--- config.mk ---
export PLATFORM = sky130hd
export DESIGN_NAME = serial_subtractor
export DESIGN_NICKNAME = d
export VERILOG_FILES = /design/src/rtl/serial_subtractor.sv
export SDC_FILE = /design/constraint.sdc
export NUM_CORES = 1
export LEC_CHECK = 0
export BUFFER_PORTS_ARGS = -buffer_cell sky130_fd_sc_hd__buf_2
export CAP_MARGIN = 20
export CORE_UTILIZATION = 50
export CTS_CLUSTER_DIAMETER = 40
export CTS_CLUSTER_SIZE = 24
export DETAILED_ROUTE_END_ITERATION = 8
export GPL_ROUTABILITY_DRIVEN = 0
export GPL_TIMING_DRIVEN = 0
export PLACE_DENSITY = 0.74
export SLEW_MARGIN = 40
export SYNTH_ARGS = -nofsm -noshare
export SYNTH_HDL_FRONTEND = slang
export SYNTH_SLANG_ARGS = --single-unit
--- constraint.sdc ---
create_clock -name clk -period 3.3 [get_ports clk]
set_input_delay 0.165 -clock clk [delete_from_list [all_inputs] [get_ports clk]]
set_output_delay 0.165 -clock clk [all_outputs]
set_load 0.05 [all_outputs]
--- src/rtl/serial_subtractor.sv ---
// Bit-serial LSB-first subtractor: diff = a - b over WIDTH shift cycles,
// one difference/borrow slice plus a borrow flip-flop, start/busy/done handshake.
module serial_subtractor #(
  parameter int WIDTH = 8
) (
  input  logic             clk,
  input  logic             rst_n,
  input  logic             start,
  input  logic [WIDTH-1:0] a,
  input  logic [WIDTH-1:0] b,
  output logic             busy,
  output logic             done,
  output logic [WIDTH-1:0] diff,
  output logic             borrow_out
);

  localparam int CW = $clog2(WIDTH) + 1;
  localparam logic [CW-1:0] LAST = CW'(WIDTH - 1);

  typedef enum logic [1:0] {IDLE, SHIFT, DONE} state_t;

  state_t           state_q;
  logic [WIDTH-1:0] ra_q;
  logic [WIDTH-1:0] rb_q;
  logic [WIDTH-1:0] diff_q;
  logic [CW-1:0]    cnt_q;
  logic             bin_q;
  logic             busy_q;
  logic             done_q;
  logic             borrow_q;

  logic             slice_diff;
  logic             slice_borrow;

  always_comb begin
    slice_diff   = ra_q[0] ^ rb_q[0] ^ bin_q;
    slice_borrow = (~ra_q[0] & rb_q[0]) | (~(ra_q[0] ^ rb_q[0]) & bin_q);
  end

  always_ff @(posedge clk or negedge rst_n) begin
    if (!rst_n) begin
      state_q  <= IDLE;
      ra_q     <= '0;
      rb_q     <= '0;
      diff_q   <= '0;
      cnt_q    <= '0;
      bin_q    <= 1'b0;
      busy_q   <= 1'b0;
      done_q   <= 1'b0;
      borrow_q <= 1'b0;
    end else begin
      case (state_q)
        IDLE: begin
          done_q <= 1'b0;
          if (start) begin
            ra_q    <= a;
            rb_q    <= b;
            bin_q   <= 1'b0;
            cnt_q   <= '0;
            busy_q  <= 1'b1;
            state_q <= SHIFT;
          end
        end
        SHIFT: begin
          ra_q   <= ra_q >> 1;
          rb_q   <= rb_q >> 1;
          diff_q <= {slice_diff, diff_q[WIDTH-1:1]};
          bin_q  <= slice_borrow;
          cnt_q  <= cnt_q + 1'b1;
          // The last slice's borrow is the unsigned a < b indication.
          if (cnt_q == LAST) begin
            borrow_q <= slice_borrow;
            busy_q   <= 1'b0;
            done_q   <= 1'b1;
            state_q  <= DONE;
          end
        end
        DONE: begin
          done_q  <= 1'b0;
          state_q <= IDLE;
        end
        default: begin
          busy_q  <= 1'b0;
          done_q  <= 1'b0;
          state_q <= IDLE;
        end
      endcase
    end
  end

  assign busy       = busy_q;
  assign done       = done_q;
  assign diff       = diff_q;
  assign borrow_out = borrow_q;

endmodule
# After elaboration in Yosys (flattened, before gate mapping)
# Index checks and enable logic that the tools add are counted.
# totals
inputBits	19
ff_bits	34
word_cells	45
out_inout_bits	11
# classes
addsub	1
bitwise_logic	8
n_reduce_logical	6
n_mux	16
eq_ne	5
# op_table
cell	count
$pmux W8 S2	2
$mux W8	2
$pmux W4 S2	1
$reduce_and A2 Y1	3
$mux W1	5
$add A4 B1 Y4 const B	1
$eq A4 B3 Y1 const B	1
$mux W2	2
$mux W4	1
$ne A2 B2 Y1 const B	2
$pmux W2 S2	1
$not A1 Y1	3
$pmux W1 S3	1
$reduce_and A3 Y1	1
$and A1 B1 Y1	2
$eq A2 B1 Y1 const B	1
$eq A2 B2 Y1 const B	1
$logic_not A2 Y1	1
$pmux W1 S2	1
$reduce_bool A2 Y1	1
$xor A1 B1 Y1	2
$or A1 B1 Y1	1

# Logic depth before layout (Yosys ltp)
# Gate-level depths: netlist of run 1.
# logic_depth
depth_word	5
depth_mapped	6
depth_no_buf	4

# Least setup slack after synthesis of run 1
# OpenSTA, ideal clock, no wires.
# synth_timing
path_type	register to register
start	register state_q[1]
end	register diff_q[5], in the netlist diff[5]
period_less_slack_ns	1.260
t_arrival_ns	1.135
setup_time_ns	0.125
path_stages_with_launch	6
path_slack_ns	2.040
n_path_buf	3
t_required_ns	3.175
cell_sequence	dfrtp_1 buf_6 nand2b_4 buf_6 buf_6 mux2_4
# synth_via
elab_chain_cells	1
# synth_rtl
item	line_no	source
start, declared	22	state_t state_q;
start signal, assigned	42	state_q <= IDLE;
start signal, assigned	61	state_q <= SHIFT;
start signal, assigned	75	state_q <= DONE;
$eq A2 B1 Y1	52	case (state_q)
end signal, assigned	67	diff_q <= {slice_diff, diff_q[WIDTH-1:1]};
end, declared	25	logic [WIDTH-1:0] diff_q;
# No other way between the ends.
# A chain may end at the register's enable or synchronous reset.

# Final worst setup path of run 1
# layout_timing
start	register state_q[0]
end	register ra_q[5]
# layout_via
elab_chain_cells	3
elab_cells_between_ends	6
classes_between	eq/ne: 2; mux: 1; reduce/logical: 3
# layout_rtl
item	line_no	source
$eq A2 B1 Y1 or $logic_not A2 Y1 (tied branches)	52	
$reduce_bool A2 Y1 (no line) or $ne A2 B2 Y1 (tied branches)	-	
$reduce_and A2 Y1 (no line)	-	
end signal, assigned	65	ra_q <= ra_q >> 1;
end, declared	23	logic [WIDTH-1:0] ra_q;
# Parallel ways exist; a longest one is shown, timed or not.

==> impl_metrics.toml, run 1 <==
[cells_and_area]
instances_no_fill = 199
drive_gt1_frac = 0.3274
antenna_cells = 0
fill_cells = 244
nets = 188
syn_to_final_growth_pct = 20.69

[logic_synthesis]
ys_top_cells_by_count = "dfrtp_1 (34), nand2_1 (18), o21ai_0 (18)"
syn_area_sq_um = 1488
synth_edf_count = 0
synth_area_leader_cell = "dfrtp_1"
ys_types = 30
synthCells = 130
postSynthAreaPerCell_sq_um = 11.44
ys_warn_count = 0
netlist_top_cells_area = "dfrtp_1 (57%), a22oi_1 (6.6%), o21ai_0 (6.1%)"
yosysMostFrequentCell = "dfrtp_1"
synthArstFlopShare = 1.000
ys.flop_type = "dfrtp_1"
syn_nets = 151
synth_seq_cells = 34
synth_top_area_share = 0.5719
yosysSeqAreaShare = 0.5719

[timing]
rsz0062_at_grt = "false"
hold_viol_final = 0
hold_slack_ns = 0.05337
max-slew-margin-rel = 0.7211
max_freq_mhz = 717.3
clock_skew_ns = 0.009046
tightest_slew_ns = 0.4183
setup_viol = 0
period_needed_ns = 1.394
tns_ns = 0
period_share = 0.4224
drv_slew = 0

[cts]
cts_buffers = 5
insertion_delay_ns = 0.34
clock-sinks = 34
cts_setup_buffers = 0
holdBufCountCts = 1
clockBufferDepth = 2
path_clk_slew_ns = 0.10
post_cts_resized = 0
clockRootBuffer = "clkbuf_4"
h-tree-depth = 2
cts_tree = "built"

[worst_setup_path]
worstPathArrival_ns = 1.64
cp.buffers_inverters = 1
cp_max_fo = 10
rr_worst_depth = 4
critical_path_class = "flip-flop to flip-flop"
worstPathCellList = "nor2b_2 > buf_2 > a22oi_1 > o21ai_0"
cp.required_ns = 3.55
end_kind = "flip-flop"
crit_family = "flip-flops"
r2r_start = "state_q[0]$_DFFE_PN0P_"
rrSetupSlack_ns = 1.91
startpoint_type = "flip-flop"
r2r_end = "ra_q[5]$_DFFE_PN0P_"
slowest_stage = "dfrtp_1"
critical_path.max_stage_delay_ns = 0.46

[placed_design]
dp.cells = 190
hpwl_um = 1990
place.port_buffers = 29

[drt]
drcViolationCount = 0
drt_iter0_drc = 58
postRouteAntennaNets = 0
vias = 1100
viasPerCell = 5.528
drt_first_pass_iters = 4
post_drt_wl_per_cell_um = 14.15
routed_wl_um = 2816

[power]
p_seq_frac = 0.355
power_frac_clock = 0.197
p_total_mw = 2.027
p_comb_frac = 0.448
intPower_mw = 1.215
p_switching_uw = 811.4
peakVddDrop_mv = 0.8865
p_leak_nw = 0.8551
p_per_area_nw_per_um2 = 1129
switching_share = 0.4003

[hold_path]
hold_depth = 2
hp-class = "input port to flip-flop"
holdCritStartpoint = "a[7]"
holdPathEnd = "ra_q[7]$_DFFE_PN0P_"

[floorplan]
core_sq_um = 2781
row_count = 19
die_h_um = 56.55
io_pins = 30
die-area_sq_um = 3197
start_util = 0.5349
die_w_um = 56.55

[outcome]
outcome = "completed"

[grt]
antenna_found_initial = 0
grt_max_degree = 35
first_global_vias = 1080
grt-ovfl-total = 0
globalRouteTotalUtil = 0.2041
grt_pass1_wl_um = 5002

[flow_run]
drv_cap = 0
-- metal layers --
metal,share of wire,global-route usage
met5,0,0
met4,0.017,0.08362
met3,0.051,0.05069
met2,0.47,0.3126
met1,0.46,0.2776
-- cells in the final DEF (no fill, tap or decap), drive strengths merged --
| cell | instances |
|---|---|
| ha | 1 |
| o22ai | 1 |
| a21boi | 1 |
| bufinv | 2 |
| buf | 37 |
| mux2i | 1 |
| mux2 | 8 |
| o31ai | 1 |
| nand3b | 1 |
| fa | 1 |
| a22oi | 13 |
| a41oi | 1 |
| nor2 | 2 |
| dlygate4sd3 | 1 |
| dfrtp | 34 |
| a21oi | 3 |
| clkbuf | 7 |
| and3b | 1 |
| nand2 | 18 |
| a22o | 3 |
| nand3 | 1 |
| o21ai | 19 |
| inv | 6 |
| nor2b | 2 |
| nand2b | 2 |
| o21bai | 1 |
-- registers in the layout (all words and copies together), names as in the netlist --
signal,flops
state_q,2
cnt_q,4
diff,8
done,1
borrow_out,1
ra_q,8
bin_q,1
busy,1
rb_q,8
-- worst reg2reg max path, cell delays in order (launching register included) --
cell	delay (ns)
dfrtp_1	0.46
nor2b_2	0.29
buf_2	0.28
a22oi_1	0.09
o21ai_0	0.18
-- how the worst max path moves through the flow --
stage,startpoint,end,cells past startpoint
after floorplan,state_q[1]$_DFFE_PN0P_,diff[5]$_DFFE_PN0P_,5
after global placement,state_q[1]$_DFFE_PN0P_,diff[5]$_DFFE_PN0P_,5
after detailed placement,state_q[0]$_DFFE_PN0P_,ra_q[5]$_DFFE_PN0P_,4
after CTS,state_q[0]$_DFFE_PN0P_,ra_q[5]$_DFFE_PN0P_,4
after global routing,state_q[0]$_DFFE_PN0P_,ra_q[3]$_DFFE_PN0P_,4
final,state_q[0]$_DFFE_PN0P_,ra_q[5]$_DFFE_PN0P_,4
-- power groups by stage --
stage / clock (mW) / sequential [mW] / combinational [mW]
after floorplan: 0 / 0.944 / 0.486
after global placement: 0 / 0.717 / 0.882
after detailed placement: 0 / 0.730 / 0.913
after CTS: 0.403 / 0.721 / 0.919
after global routing: 0.422 / 0.743 / 0.995
final: 0.399 / 0.720 / 0.908
-- final cells by class --
| type | instances | area [sq um] | area share |
|---|---|---|---|
| Inverter | 6 | 22.52 | 0.01254 |
| Clock inverter | 2 | 60.06 | 0.03345 |
| Buffer | 9 | 67.56 | 0.03763 |
| Multi-Input combinational cell | 81 | 546.8 | 0.3045 |
| Clock buffer | 6 | 51.30 | 0.02857 |
| Timing Repair Buffer | 30 | 157.7 | 0.08780 |
| Sequential cell | 34 | 850.8 | 0.4739 |
| Tap cell | 31 | 38.79 | 0.02160 |
-- kinds of logic after synthesis --
| kind of cell | synth area share |
|---|---|
| muxes | 0.07485 |
| AOI/OAI and AO/OA | 0.1825 |
| DFF | 0.5719 |
| and+or+nand+nor | 0.08831 |
| adders and majority gates | 0.02187 |
| buffers and inverters | 0.06054 |
-- through the flow --
stage / util / setup WS, ns / instance area [sq um]
final: 0.6455 / 1.906 / 1795
after global routing: 0.6455 / 1.794 / 1795
after CTS: 0.6446 / 1.920 / 1793
after detailed placement: 0.6010 / 1.959 / 1672
after global placement: 0.6010 / 1.993 / 1672
after floorplan: - / 2.040 / 1488
No activity file was read; power rests on OpenSTA's default activity.
==> run 2, diff against run 1 <==
ABC_AREA = 1   (was default)
clock period = 1.4 ns   (was 3.3 ns; I/O delays follow)
==> run 2 against run 1 <==
Against the previous run:
- via count grew 20%
- count of clock-buffer cells in the layout unchanged
- utilization grew 4.1 points
- sequential cell count unchanged
- clock skew rose by 0.00084 ns
- critical path type unchanged
- setup slack got worse by 1.7 ns
- worst hold slack gained 0.013 ns
- sequential share of layout area is 2.9 points lower
==> impl_metrics.toml, run 2 <==
[worst_setup_path]
worstPathArrival_ns = 1.45
cp_max_fo = 5
cp.buffers_inverters = 0
crit_family = "simple AND/OR/NAND/NOR gates"
end_kind = "flip-flop"
critical_path.max_stage_delay_ns = 0.44
cp.required_ns = 1.65
rrSetupSlack_ns = 0.19
slowest_stage = "dfrtp_1"
cp_common_cell = "nand2_1"
worstPathCellList = "ha_1 > nand2_1 > nor2_1 > nand2_1 > nand2_1 > nand2_1"
critical_path_class = "flip-flop to flip-flop"
r2r_start = "cnt_q[0]$_DFFE_PN0P_"
r2r_end = "borrow_out$_DFFE_PN0P_"
startpoint_type = "flip-flop"
rr_worst_depth = 6

[cts]
cts_setup_buffers = 0
cts_buffers = 5
post_cts_resized = 0
cts_tree = "built"
insertion_delay_ns = 0.34
clock-sinks = 34
h-tree-depth = 2
clockRootBuffer = "clkbuf_4"
holdBufCountCts = 17
clockBufferDepth = 2
path_clk_slew_ns = 0.11

[outcome]
outcome = "completed"

[logic_synthesis]
synth_mux_area_frac = 0
synthCells = 171
syn_nets = 192
syn_area_sq_um = 1490
ys_top_cells_by_count = "nand2_1 (57), nand3_1 (37), dfrtp_1 (34)"
yosysMostFrequentCell = "nand2_1"
synth-xor-area-share = 0
synth_edf_count = 0
synth-simple-area-share = 0.2939
synth_area_leader_cell = "dfrtp_1"
synth_top_area_share = 0.5709
synthArstFlopShare = 1.000
netlist_top_cells_area = "dfrtp_1 (57%), nand2_1 (14%), nand3_1 (12%)"
synth_compound_area_frac = 0.03778
synth_seq_cells = 34
ys_types = 16
ys.flop_type = "dfrtp_1"
postSynthAreaPerCell_sq_um = 8.714
ys_warn_count = 0
yosys.area_share.adder = 0.02183
synth_top_family_by_area = "simple AND/OR/NAND/NOR gates"
yosysSeqAreaShare = 0.5709

[hold_path]
holdCritStartpoint = "start"
hold_depth = 3
hp-class = "input port to flip-flop"
holdPathEnd = "state_q[0]$_DFFE_PN0P_"

[cells_and_area]
syn_to_final_growth_pct = 28.21
antenna_cells = 0
nets = 245
final_core_util = 0.6869
drive_gt1_frac = 0.2178
mostFrequentLayoutCell = "nand2_1"
mostFrequentLayoutCells = "nand2_1 (57), nand3_1 (37), buf_2 (34), dfrtp_1 (34), dlygate4sd3_1 (17)"
instances_no_fill = 256

[power]
p_comb_frac = 0.462
intPower_mw = 2.261
p_seq_frac = 0.396
peakVddDrop_mv = 1.484
switching_share = 0.4597
power_frac_clock = 0.142
p_switching_mw = 1.923
p_leak_nw = 1.015
p_per_area_nw_per_um2 = 2190

[timing]
tns_ns = 0
hold_slack_ns = 0.06611
period_share = 0.8615
setup_viol = 0
drv_slew = 0
max_freq_mhz = 829.1
max-slew-margin-rel = 0.7200
clock_skew_ns = 0.009891
period_needed_ns = 1.206
tightest_slew_ns = 0.4199
hold_viol_final = 0
rsz0062_at_grt = "false"
setup_slack_ns = 0.1938

[placed_design]
dpl_worst_slack_ns = 0.2083
hpwl_um = 2053
dp.cells = 231
place.port_buffers = 29

[drt]
drt_iter0_drc = 65
drcViolationCount = 0
drt_first_pass_iters = 4
routed_wl_um = 3227
vias = 1321
post_drt_wl_per_cell_um = 12.61
viasPerCell = 5.160
postRouteAntennaNets = 0

[grt]
antenna_found_initial = 0
grt_max_degree = 35
globalRouteTotalUtil = 0.2350
grt_pass1_wl_um = 5547
first_global_vias = 1262
grt-ovfl-total = 0

[floorplan]
core_sq_um = 2781
die_h_um = 56.59
io_pins = 30
die-area_sq_um = 3202
start_util = 0.5358
row_count = 19
die_w_um = 56.59

[flow_run]
drv_cap = 0
==> run 2: cell types whose count changed after synthesis, sizes merged, moves of 2 or more <==
cell / previous run / this run
nand2: 18 / 57
nor2b: 2 / 0
nor2: 2 / 6
a21oi: 3 / 1
nand2b: 2 / 0
o21ai: 19 / 9
inv: 6 / 13
nand3: 1 / 37
a22o: 3 / 0
a22oi: 13 / 0
mux2: 8 / 0
==> run 2: worst max path at each step <==
stage	start	to	slack (ns)	cells after the start
after floorplan	ra_q[0]$_DFFE_PN0P_	diff[7]$_DFFE_PN0P_	0.31	3
after global placement	cnt_q[0]$_DFFE_PN0P_	borrow_out$_DFFE_PN0P_	0.26	6
after detailed placement	cnt_q[0]$_DFFE_PN0P_	borrow_out$_DFFE_PN0P_	0.21	6
after CTS	cnt_q[0]$_DFFE_PN0P_	borrow_out$_DFFE_PN0P_	0.19	6
after global routing	cnt_q[0]$_DFFE_PN0P_	borrow_out$_DFFE_PN0P_	0.07	6
final	cnt_q[0]$_DFFE_PN0P_	borrow_out$_DFFE_PN0P_	0.19	6
==> run 2: cell type report <==
| cell class | instances | area [sq um] |
|---|---|---|
| fillers | 236 | 870.8 |
| flip-flops and latches | 34 | 850.8 |
| multi-input cells | 115 | 526.8 |
| repair buffers | 46 | 317.8 |
| plain buffers | 9 | 63.81 |
| clock buffers | 6 | 51.30 |
| inverters | 13 | 48.80 |
| well taps | 31 | 38.79 |
| clock inverters | 2 | 12.51 |
==> run 2: metrics by stage <==
step / power (mW) / cell area, sq um
3_5_place_dp: 3.579 / 1674
4_1_cts: 4.202 / 1908
5_1_grt: 4.516 / 1911
2_1_floorplan: 3.088 / 1490
6_report: 4.184 / 1911
3_3_place_gp: 3.503 / 1674
==> run 2: per-layer routing <==
layer,up-vias,part of all wire,GRT usage
met5,-,0,0
met4,0,0.025,0.1045
met3,9,0.046,0.07604
met2,43,0.51,0.3748
met1,616,0.42,0.2912
li1,653,-,-
==> run 2: power groups by stage <==
| stage | clock, mW | sequential, mW | combinational (mW) |
|---|---|---|---|
| CTS | 0.594 | 1.66 | 1.95 |
| finish | 0.592 | 1.66 | 1.93 |
| global placement | 0 | 1.65 | 1.86 |
| global route | 0.650 | 1.71 | 2.15 |
| floorplan | 0 | 2.10 | 0.990 |
| detailed placement | 0 | 1.68 | 1.90 |
==> run 2: cell families after synthesis <==
logic type	count (synthesis)
AND/OR/NAND/NOR	102
flip-flops	34
buffers and inverters	22
AO/OA/AOI/OAI	11
adder cells (fa/ha/maj)	2
==> run 2: worst reg2reg max path: cells and delay by family (launching register included) <==
family	cells	cell delay, ns
flip-flops	1	0.44
adder cells (fa/ha/maj)	1	0.21
AND/OR/NAND/NOR	5	0.46
